<file path="src/rtl/ps2_pkg.sv">
`default_nettype none
// ============================================================================
// Module : ps2_pkg
// Brief  : Shared scan-code constants and frame FSM state for the PS/2 path.
// Rev    : 1.0
// ============================================================================
package ps2_pkg;

  localparam logic [7:0] PS2_EXT_PREFIX   = 8'hE0;
  localparam logic [7:0] PS2_BREAK_PREFIX = 8'hF0;
  localparam logic [7:0] PS2_LSHIFT       = 8'h12;
  localparam logic [7:0] PS2_RSHIFT       = 8'h59;
  localparam logic [7:0] PS2_CAPS         = 8'h58;

  typedef enum logic [1:0] {
    ST_IDLE   = 2'd0,
    ST_DATA   = 2'd1,
    ST_PARITY = 2'd2,
    ST_STOP   = 2'd3
  } frame_state_e;

  // Odd parity: data bits plus parity bit must hold an odd number of ones.
  function automatic logic odd_parity_ok(input logic [7:0] data, input logic par);
    return ^{data, par};
  endfunction

endpackage
`default_nettype wire

</file>
<file path="src/rtl/ps2_line_sync.sv">
`default_nettype none
// ============================================================================
// Module : ps2_line_sync
// Brief  : 2-flop synchronisers, FILTER_LEN clock filter, falling-edge strobe.
// Rev    : 1.0
// ============================================================================
module ps2_line_sync #(
  parameter int FILTER_LEN = 4
) (
  input  logic clk,
  input  logic rst,
  input  logic ps2_clk,
  input  logic ps2_data,
  output logic sample_stb,
  output logic data_s
);

  localparam int               CNT_W    = (FILTER_LEN > 1) ? $clog2(FILTER_LEN) : 1;
  localparam logic [CNT_W-1:0] CNT_LAST = CNT_W'(FILTER_LEN - 1);

  logic             clk_meta_q, clk_sync_q;
  logic             data_meta_q, data_sync_q;
  logic             clk_filt_q, clk_filt_d;
  logic [CNT_W-1:0] flt_cnt_q, flt_cnt_d;
  logic             stb_q, stb_d;

  // Counts consecutive samples disagreeing with the filtered level; any
  // agreeing sample restarts the count, so short glitches never get through.
  always_comb begin
    clk_filt_d = clk_filt_q;
    flt_cnt_d  = '0;
    if (clk_sync_q != clk_filt_q) begin
      if (flt_cnt_q == CNT_LAST) begin
        clk_filt_d = clk_sync_q;
      end else begin
        flt_cnt_d = flt_cnt_q + 1'b1;
      end
    end
    stb_d = clk_filt_q & ~clk_filt_d;
  end

  // Line flops reset to the idle-high bus level so reset never fakes an edge.
  always_ff @(posedge clk or posedge rst) begin
    if (rst) begin
      clk_meta_q  <= 1'b1;
      clk_sync_q  <= 1'b1;
      data_meta_q <= 1'b1;
      data_sync_q <= 1'b1;
      clk_filt_q  <= 1'b1;
      flt_cnt_q   <= '0;
      stb_q       <= 1'b0;
    end else begin
      clk_meta_q  <= ps2_clk;
      clk_sync_q  <= clk_meta_q;
      data_meta_q <= ps2_data;
      data_sync_q <= data_meta_q;
      clk_filt_q  <= clk_filt_d;
      flt_cnt_q   <= flt_cnt_d;
      stb_q       <= stb_d;
    end
  end

  assign sample_stb = stb_q;
  assign data_s     = data_sync_q;

endmodule
`default_nettype wire

</file>
<file path="src/rtl/ps2_scan_decoder.sv">
`default_nettype none
// ============================================================================
// Module : ps2_scan_decoder
// Brief  : PS/2 frame receiver with E0/F0 prefix folding and Shift tracking.
//          Optional PS2_CAPS_LOCK_EN adds a Caps Lock toggle on make of 0x58.
// Rev    : 1.0
// ============================================================================
module ps2_scan_decoder
  import ps2_pkg::*;
#(
  parameter int FILTER_LEN     = 4,
  parameter int TIMEOUT_CYCLES = 10000
) (
  input  logic       clk,
  input  logic       rst,
  input  logic       ps2_clk,
  input  logic       ps2_data,
  output logic [7:0] scan_code,
  output logic       extended,
  output logic       shift_mode,
  output logic       key_valid,
  output logic       frame_err
);

  localparam int            TO_W    = (TIMEOUT_CYCLES > 2) ? $clog2(TIMEOUT_CYCLES) : 1;
  localparam logic [TO_W-1:0] TO_LAST = TO_W'(TIMEOUT_CYCLES - 1);

  logic sample_stb;
  logic data_s;

  ps2_line_sync #(
    .FILTER_LEN (FILTER_LEN)
  ) u_line_sync (
    .clk        (clk),
    .rst        (rst),
    .ps2_clk    (ps2_clk),
    .ps2_data   (ps2_data),
    .sample_stb (sample_stb),
    .data_s     (data_s)
  );

  frame_state_e    state_q, state_d;
  logic [2:0]      bit_cnt_q, bit_cnt_d;
  logic [7:0]      shreg_q, shreg_d;
  logic            parity_q, parity_d;
  logic [TO_W-1:0] to_cnt_q, to_cnt_d;
  logic [7:0]      rx_byte_q, rx_byte_d;
  logic            rx_good_q, rx_good_d;
  logic            rx_err_q, rx_err_d;

  // Frame FSM; a received byte or error is handed to the prefix stage one
  // cycle later, so both outputs leave from the same pipeline stage.
  always_comb begin
    state_d   = state_q;
    bit_cnt_d = bit_cnt_q;
    shreg_d   = shreg_q;
    parity_d  = parity_q;
    rx_byte_d = rx_byte_q;
    rx_good_d = 1'b0;
    rx_err_d  = 1'b0;
    to_cnt_d  = (state_q == ST_IDLE) ? '0 : to_cnt_q + 1'b1;

    if (sample_stb) begin
      to_cnt_d = '0;
      case (state_q)
        ST_IDLE: begin
          if (!data_s) begin
            state_d   = ST_DATA;
            bit_cnt_d = 3'd0;
          end
        end
        ST_DATA: begin
          shreg_d   = {data_s, shreg_q[7:1]};
          bit_cnt_d = bit_cnt_q + 1'b1;
          if (bit_cnt_q == 3'd7) begin
            state_d = ST_PARITY;
          end
        end
        ST_PARITY: begin
          parity_d = data_s;
          state_d  = ST_STOP;
        end
        ST_STOP: begin
          state_d = ST_IDLE;
          if (data_s && odd_parity_ok(shreg_q, parity_q)) begin
            rx_good_d = 1'b1;
            rx_byte_d = shreg_q;
          end else begin
            rx_err_d = 1'b1;
          end
        end
        default: state_d = ST_IDLE;
      endcase
    end else if ((state_q != ST_IDLE) && (to_cnt_q == TO_LAST)) begin
      state_d  = ST_IDLE;
      to_cnt_d = '0;
      rx_err_d = 1'b1;
    end
  end

  always_ff @(posedge clk or posedge rst) begin
    if (rst) begin
      state_q   <= ST_IDLE;
      bit_cnt_q <= '0;
      shreg_q   <= '0;
      parity_q  <= 1'b0;
      to_cnt_q  <= '0;
      rx_byte_q <= '0;
      rx_good_q <= 1'b0;
      rx_err_q  <= 1'b0;
    end else begin
      state_q   <= state_d;
      bit_cnt_q <= bit_cnt_d;
      shreg_q   <= shreg_d;
      parity_q  <= parity_d;
      to_cnt_q  <= to_cnt_d;
      rx_byte_q <= rx_byte_d;
      rx_good_q <= rx_good_d;
      rx_err_q  <= rx_err_d;
    end
  end

  logic       ext_pend_q, ext_pend_d;
  logic       brk_pend_q, brk_pend_d;
  logic       lshift_held_q, lshift_held_d;
  logic       rshift_held_q, rshift_held_d;
  logic [7:0] scan_code_q, scan_code_d;
  logic       extended_q, extended_d;
  logic       shift_mode_q, shift_mode_d;
  logic       key_valid_q, key_valid_d;
  logic       frame_err_q, frame_err_d;
  logic       shift_now;
  logic       is_shift_code;

`ifdef PS2_CAPS_LOCK_EN
  logic       caps_lock_q, caps_lock_d;
  assign shift_now = (lshift_held_q | rshift_held_q) ^ caps_lock_q;
`else
  assign shift_now = lshift_held_q | rshift_held_q;
`endif

  assign is_shift_code = (rx_byte_q == PS2_LSHIFT) || (rx_byte_q == PS2_RSHIFT);

  always_comb begin
    ext_pend_d    = ext_pend_q;
    brk_pend_d    = brk_pend_q;
    lshift_held_d = lshift_held_q;
    rshift_held_d = rshift_held_q;
    scan_code_d   = scan_code_q;
    extended_d    = extended_q;
    shift_mode_d  = shift_mode_q;
    key_valid_d   = 1'b0;
    frame_err_d   = 1'b0;
`ifdef PS2_CAPS_LOCK_EN
    caps_lock_d   = caps_lock_q;
`endif

    if (rx_err_q) begin
      frame_err_d = 1'b1;
      ext_pend_d  = 1'b0;
      brk_pend_d  = 1'b0;
    end else if (rx_good_q) begin
      if (rx_byte_q == PS2_EXT_PREFIX) begin
        ext_pend_d = 1'b1;
      end else if (rx_byte_q == PS2_BREAK_PREFIX) begin
        brk_pend_d = 1'b1;
      end else begin
        ext_pend_d = 1'b0;
        brk_pend_d = 1'b0;
        // E0-prefixed Shift codes are the fake shifts some keyboards emit.
        if (is_shift_code) begin
          if (!ext_pend_q) begin
            if (rx_byte_q == PS2_LSHIFT) begin
              lshift_held_d = ~brk_pend_q;
            end else begin
              rshift_held_d = ~brk_pend_q;
            end
          end
`ifdef PS2_CAPS_LOCK_EN
        end else if ((rx_byte_q == PS2_CAPS) && !ext_pend_q) begin
          if (!brk_pend_q) begin
            caps_lock_d = ~caps_lock_q;
          end
`endif
        end else if (!brk_pend_q) begin
          key_valid_d  = 1'b1;
          scan_code_d  = rx_byte_q;
          extended_d   = ext_pend_q;
          shift_mode_d = shift_now;
        end
      end
    end
  end

  always_ff @(posedge clk or posedge rst) begin
    if (rst) begin
      ext_pend_q    <= 1'b0;
      brk_pend_q    <= 1'b0;
      lshift_held_q <= 1'b0;
      rshift_held_q <= 1'b0;
      scan_code_q   <= '0;
      extended_q    <= 1'b0;
      shift_mode_q  <= 1'b0;
      key_valid_q   <= 1'b0;
      frame_err_q   <= 1'b0;
`ifdef PS2_CAPS_LOCK_EN
      caps_lock_q   <= 1'b0;
`endif
    end else begin
      ext_pend_q    <= ext_pend_d;
      brk_pend_q    <= brk_pend_d;
      lshift_held_q <= lshift_held_d;
      rshift_held_q <= rshift_held_d;
      scan_code_q   <= scan_code_d;
      extended_q    <= extended_d;
      shift_mode_q  <= shift_mode_d;
      key_valid_q   <= key_valid_d;
      frame_err_q   <= frame_err_d;
`ifdef PS2_CAPS_LOCK_EN
      caps_lock_q   <= caps_lock_d;
`endif
    end
  end

  assign scan_code  = scan_code_q;
  assign extended   = extended_q;
  assign shift_mode = shift_mode_q;
  assign key_valid  = key_valid_q;
  assign frame_err  = frame_err_q;

endmodule
`default_nettype wire
</file>
<file path="config.mk">
export PLATFORM = sky130hd
export DESIGN_NAME = ps2_scan_decoder
export DESIGN_NICKNAME = d
export VERILOG_FILES = /design/src/rtl/ps2_pkg.sv /design/src/rtl/ps2_line_sync.sv /design/src/rtl/ps2_scan_decoder.sv
export SDC_FILE = /design/constraint.sdc
export NUM_CORES = 1
export LEC_CHECK = 0
export ABC_CLOCK_PERIOD_IN_PS = 4500
export CELL_PAD_IN_SITES_DETAIL_PLACEMENT = 1
export CELL_PAD_IN_SITES_GLOBAL_PLACEMENT = 1
export CORE_MARGIN = 8
export CORE_UTILIZATION = 52
export CTS_CLUSTER_SIZE = 28
export DETAILED_ROUTE_END_ITERATION = 6
export PLACE_DENSITY = 0.84
export SLEW_MARGIN = 25
export SYNTH_ARGS = -nofsm -noshare
export SYNTH_HDL_FRONTEND = slang
export SYNTH_SLANG_ARGS = --single-unit
</file>
<file path="constraint.sdc">
create_clock -name clk -period 4.5 [get_ports clk]
set_input_delay 1.35 -clock clk [delete_from_list [all_inputs] [get_ports clk]]
set_output_delay 1.35 -clock clk [all_outputs]
set_load 0.05 [all_outputs]
</file>
==> impl_metrics.ini <==
[detailed_routing]
drt_first_pass_iters = 4
postRouteAntennaNets = 0
drt_iter0_drc = 35
drc_errors = 0
wl_per_cell_um = 16.50
dr_total_vias = 1763
vias_per_cell = 5.391
wirelength_um = 5396

[sta]
timing.slew.headroom_pct = 55.95
hold_viol = 0
rsz0062_at_grt = no
fmax_mhz = 351.8
fin_crit_sh_pct = 63.16
clock-skew-final_ps = 7.061
slew_viol_final = 0
hold_slack_ps = 355.2
fin_crit_ps = 2842
tns_ps = 0
tightest_slew_ps = 660.7
setup_viol_count_final = 0

[synth]
synth-seq-cells = 62
syn_inst = 230
synth_mux_area_share_pct = 12.30
synth-main-ff-cell = dfrtp_1
ys_warn_count = 0
synth_top_family_by_area = simple AND/OR/NAND/NOR gates
synth.avg_cell_area_um2 = 12.16
synthSimpleGateAreaFrac_pct = 12.88
ys_async_sr_fraction_pct = 100.0
syn-num-nets = 242
synth_area_leaders = dfrtp_1 51%, mux2_2 9.7%, dfstp_2 4.7%
synth_edf_count = 0
syn_area_mm2 = 0.002798
synth_adder_area_share_pct = 3.578
ys_types = 43
synth_xor_area_share_pct = 7.021
synth.top_cell.area_share_pct = 50.98
yosys.area.top_type = dfrtp_1
ys_seq_area_share_pct = 55.68
synth_compound_area_share_pct = 5.277

[critical_path]
start_kind = flip-flop
timing.reg2reg.worst_path_depth = 6
cp_num_cells = 1
cp_slowest_stage_delay_ps = 810
critical_path.top_delay_family = buffers and inverters
crit_arrival_ps = 1490
cp.required_ps = 3150
critPathKind = flip-flop to output port
cp_max_fo = 2
endpoint_kind = output port
worstPathCellList = clkdlybuf4s50_1
path_buf_inv = 1
cp_slowest_cell = clkdlybuf4s50_1

[pwr]
seq_power_share_pct = 52.8
vdd_ir_drop_max_mv = 0.2341
intPower_mw = 0.8500
p_clk_share_pct = 35.8
switchingPower_mw = 0.3159
comb_power_share_pct = 11.4
p_sw_share_pct = 27.09
total_leakage_power_nw = 1.478
power_density_mw_per_mm2 = 366.4

[min_path]
min_path_type = flip-flop to flip-flop
whs_path_depth = 0

[die]
rows = 26
fp.dieH_um = 89.35
ios = 16
core_mm2 = 0.005140
start_util_pct = 54.43
die_w_um = 89.35
die-area_mm2 = 0.007983

[clock_network]
clkLatencyLatePin_ps = 330
numCtsBuffers = 9
clock-root-buffer = clkbuf_8
cts_tree = built
cts_setup_buffers = 0
htree_levels = 3
worst_setup_hold_path_clk_slew_ps = 70
cts_resized = 0
hold_buffers = 0
cts_sinks = 62
clock_path_buffers = 2

[finish]
mostFrequentLayoutCell = dfrtp_1
layout-drive-gt1-share_pct = 19.84
area_growth_pct = 13.73
design_area_mm2 = 0.003182
final_nets = 264
layout_common_cells = 57 x dfrtp_1, 24 x mux2_2, 21 x nor2_1
n_antenna_cell = 0

[global_route]
grtUsageMet2_pct = 27.47
grt_pass1_vias = 2019
grt.busiest_layer = met2
grt_usage_pct = 15.83
grt_antenna_before_repair = 0
met1_usage_pct = 17.98
grt_max_degree = 56
grt_pass1_wl_um = 9528
grt_overflow = 0
use_met3_pct = 3.217

[place]
io_buffers = 15
place_hpwl_um = 3893
gp_congestion = 0.7466
placed_area_mm2 = 0.003014

[run]
cap_violations = 0

[run_status]
status = complete, no violations
## area by class of cell
type	count	area (µm²)
flip-flops and latches	62	1558
multi-input cells	147	1149
clock inverters	4	22.52
inverters	16	62.56
well taps	70	87.58
clock buffers	12	145.1
repair buffers	16	157.7
fillers	566	1958
## cells in the mapped netlist, types with 2 or more instances
library cell / count
a22oi_1: 2
xnor2_1: 12
a21oi_1: 5
mux2i_1: 4
a31oi_1: 3
nor3_1: 6
nand4_1: 6
clkbuf_1: 2
dfstp_2: 5
nor2b_1: 6
ha_1: 8
nand3_1: 5
mux2_2: 24
nand2_1: 10
nand2b_1: 2
dfrtp_1: 57
o21ai_0: 6
nor2_1: 21
xor2_1: 5
inv_1: 16
a211oi_1: 3
## per-layer routing
metal / share of wire (%) / vias to the layer above / routed length, µm
met1: 42 / 889 / 2279
met3: 3.9 / 10 / 209
met4: 2.0 / 0 / 108
met2: 52 / 28 / 2799
li1: - / 836 / -
met5: 0 / - / 0
## path summary, 6_finish.rpt
kind,start,end,slack (ps)
setup / recovery,scan_code[5],scan_code[5],1660
min in group asynchronous,rst,scan_code[0],1460
hold reg to reg,u_line_sync.clk_meta_q,u_line_sync.clk_sync_q,360
setup reg to reg,state_q[0],to_cnt_q[12],2070
hold / removal,u_line_sync.clk_meta_q,u_line_sync.clk_sync_q,360
max in group asynchronous,rst,to_cnt_q[3],2450
## power by group through the flow
stage / sequential (mW) / combinational (mW) / clock, mW
CTS: 0.616 / 0.136 / 0.429
detailed placement: 0.626 / 0.135 / 0
global placement: 0.624 / 0.127 / 0
finish: 0.616 / 0.133 / 0.417
global route: 0.619 / 0.151 / 0.456
floorplan: 0.618 / 0.114 / 0
## sequential cells by signal (all words and copies together) (netlist names), 2 cells and up
register and count:
to_cnt_q 14, scan_code 8, rx_byte_q 8, u_line_sync.flt_cnt_q 2, shreg_q 8, state_q 2
bit_cnt_q 3
## per-stage QoR
stage	power, mW	utilization [%]	setup slack [ps]	std cells
floorplan	0.7319	-	1617	230
global placement	0.7509	58.59	1736	311
detailed placement	0.7610	58.64	1997	311
CTS	1.180	61.90	1629	327
global route	1.227	61.90	1600	327
finish	1.166	61.90	1658	327
## cell families after synthesis
logic type,after synthesis
simple gates,67
flops,62
compound gates,23
fa+ha+maj,8
xor+xnor,19
buf+inv,21
mux,30
Power figures use the tool's default switching activity.
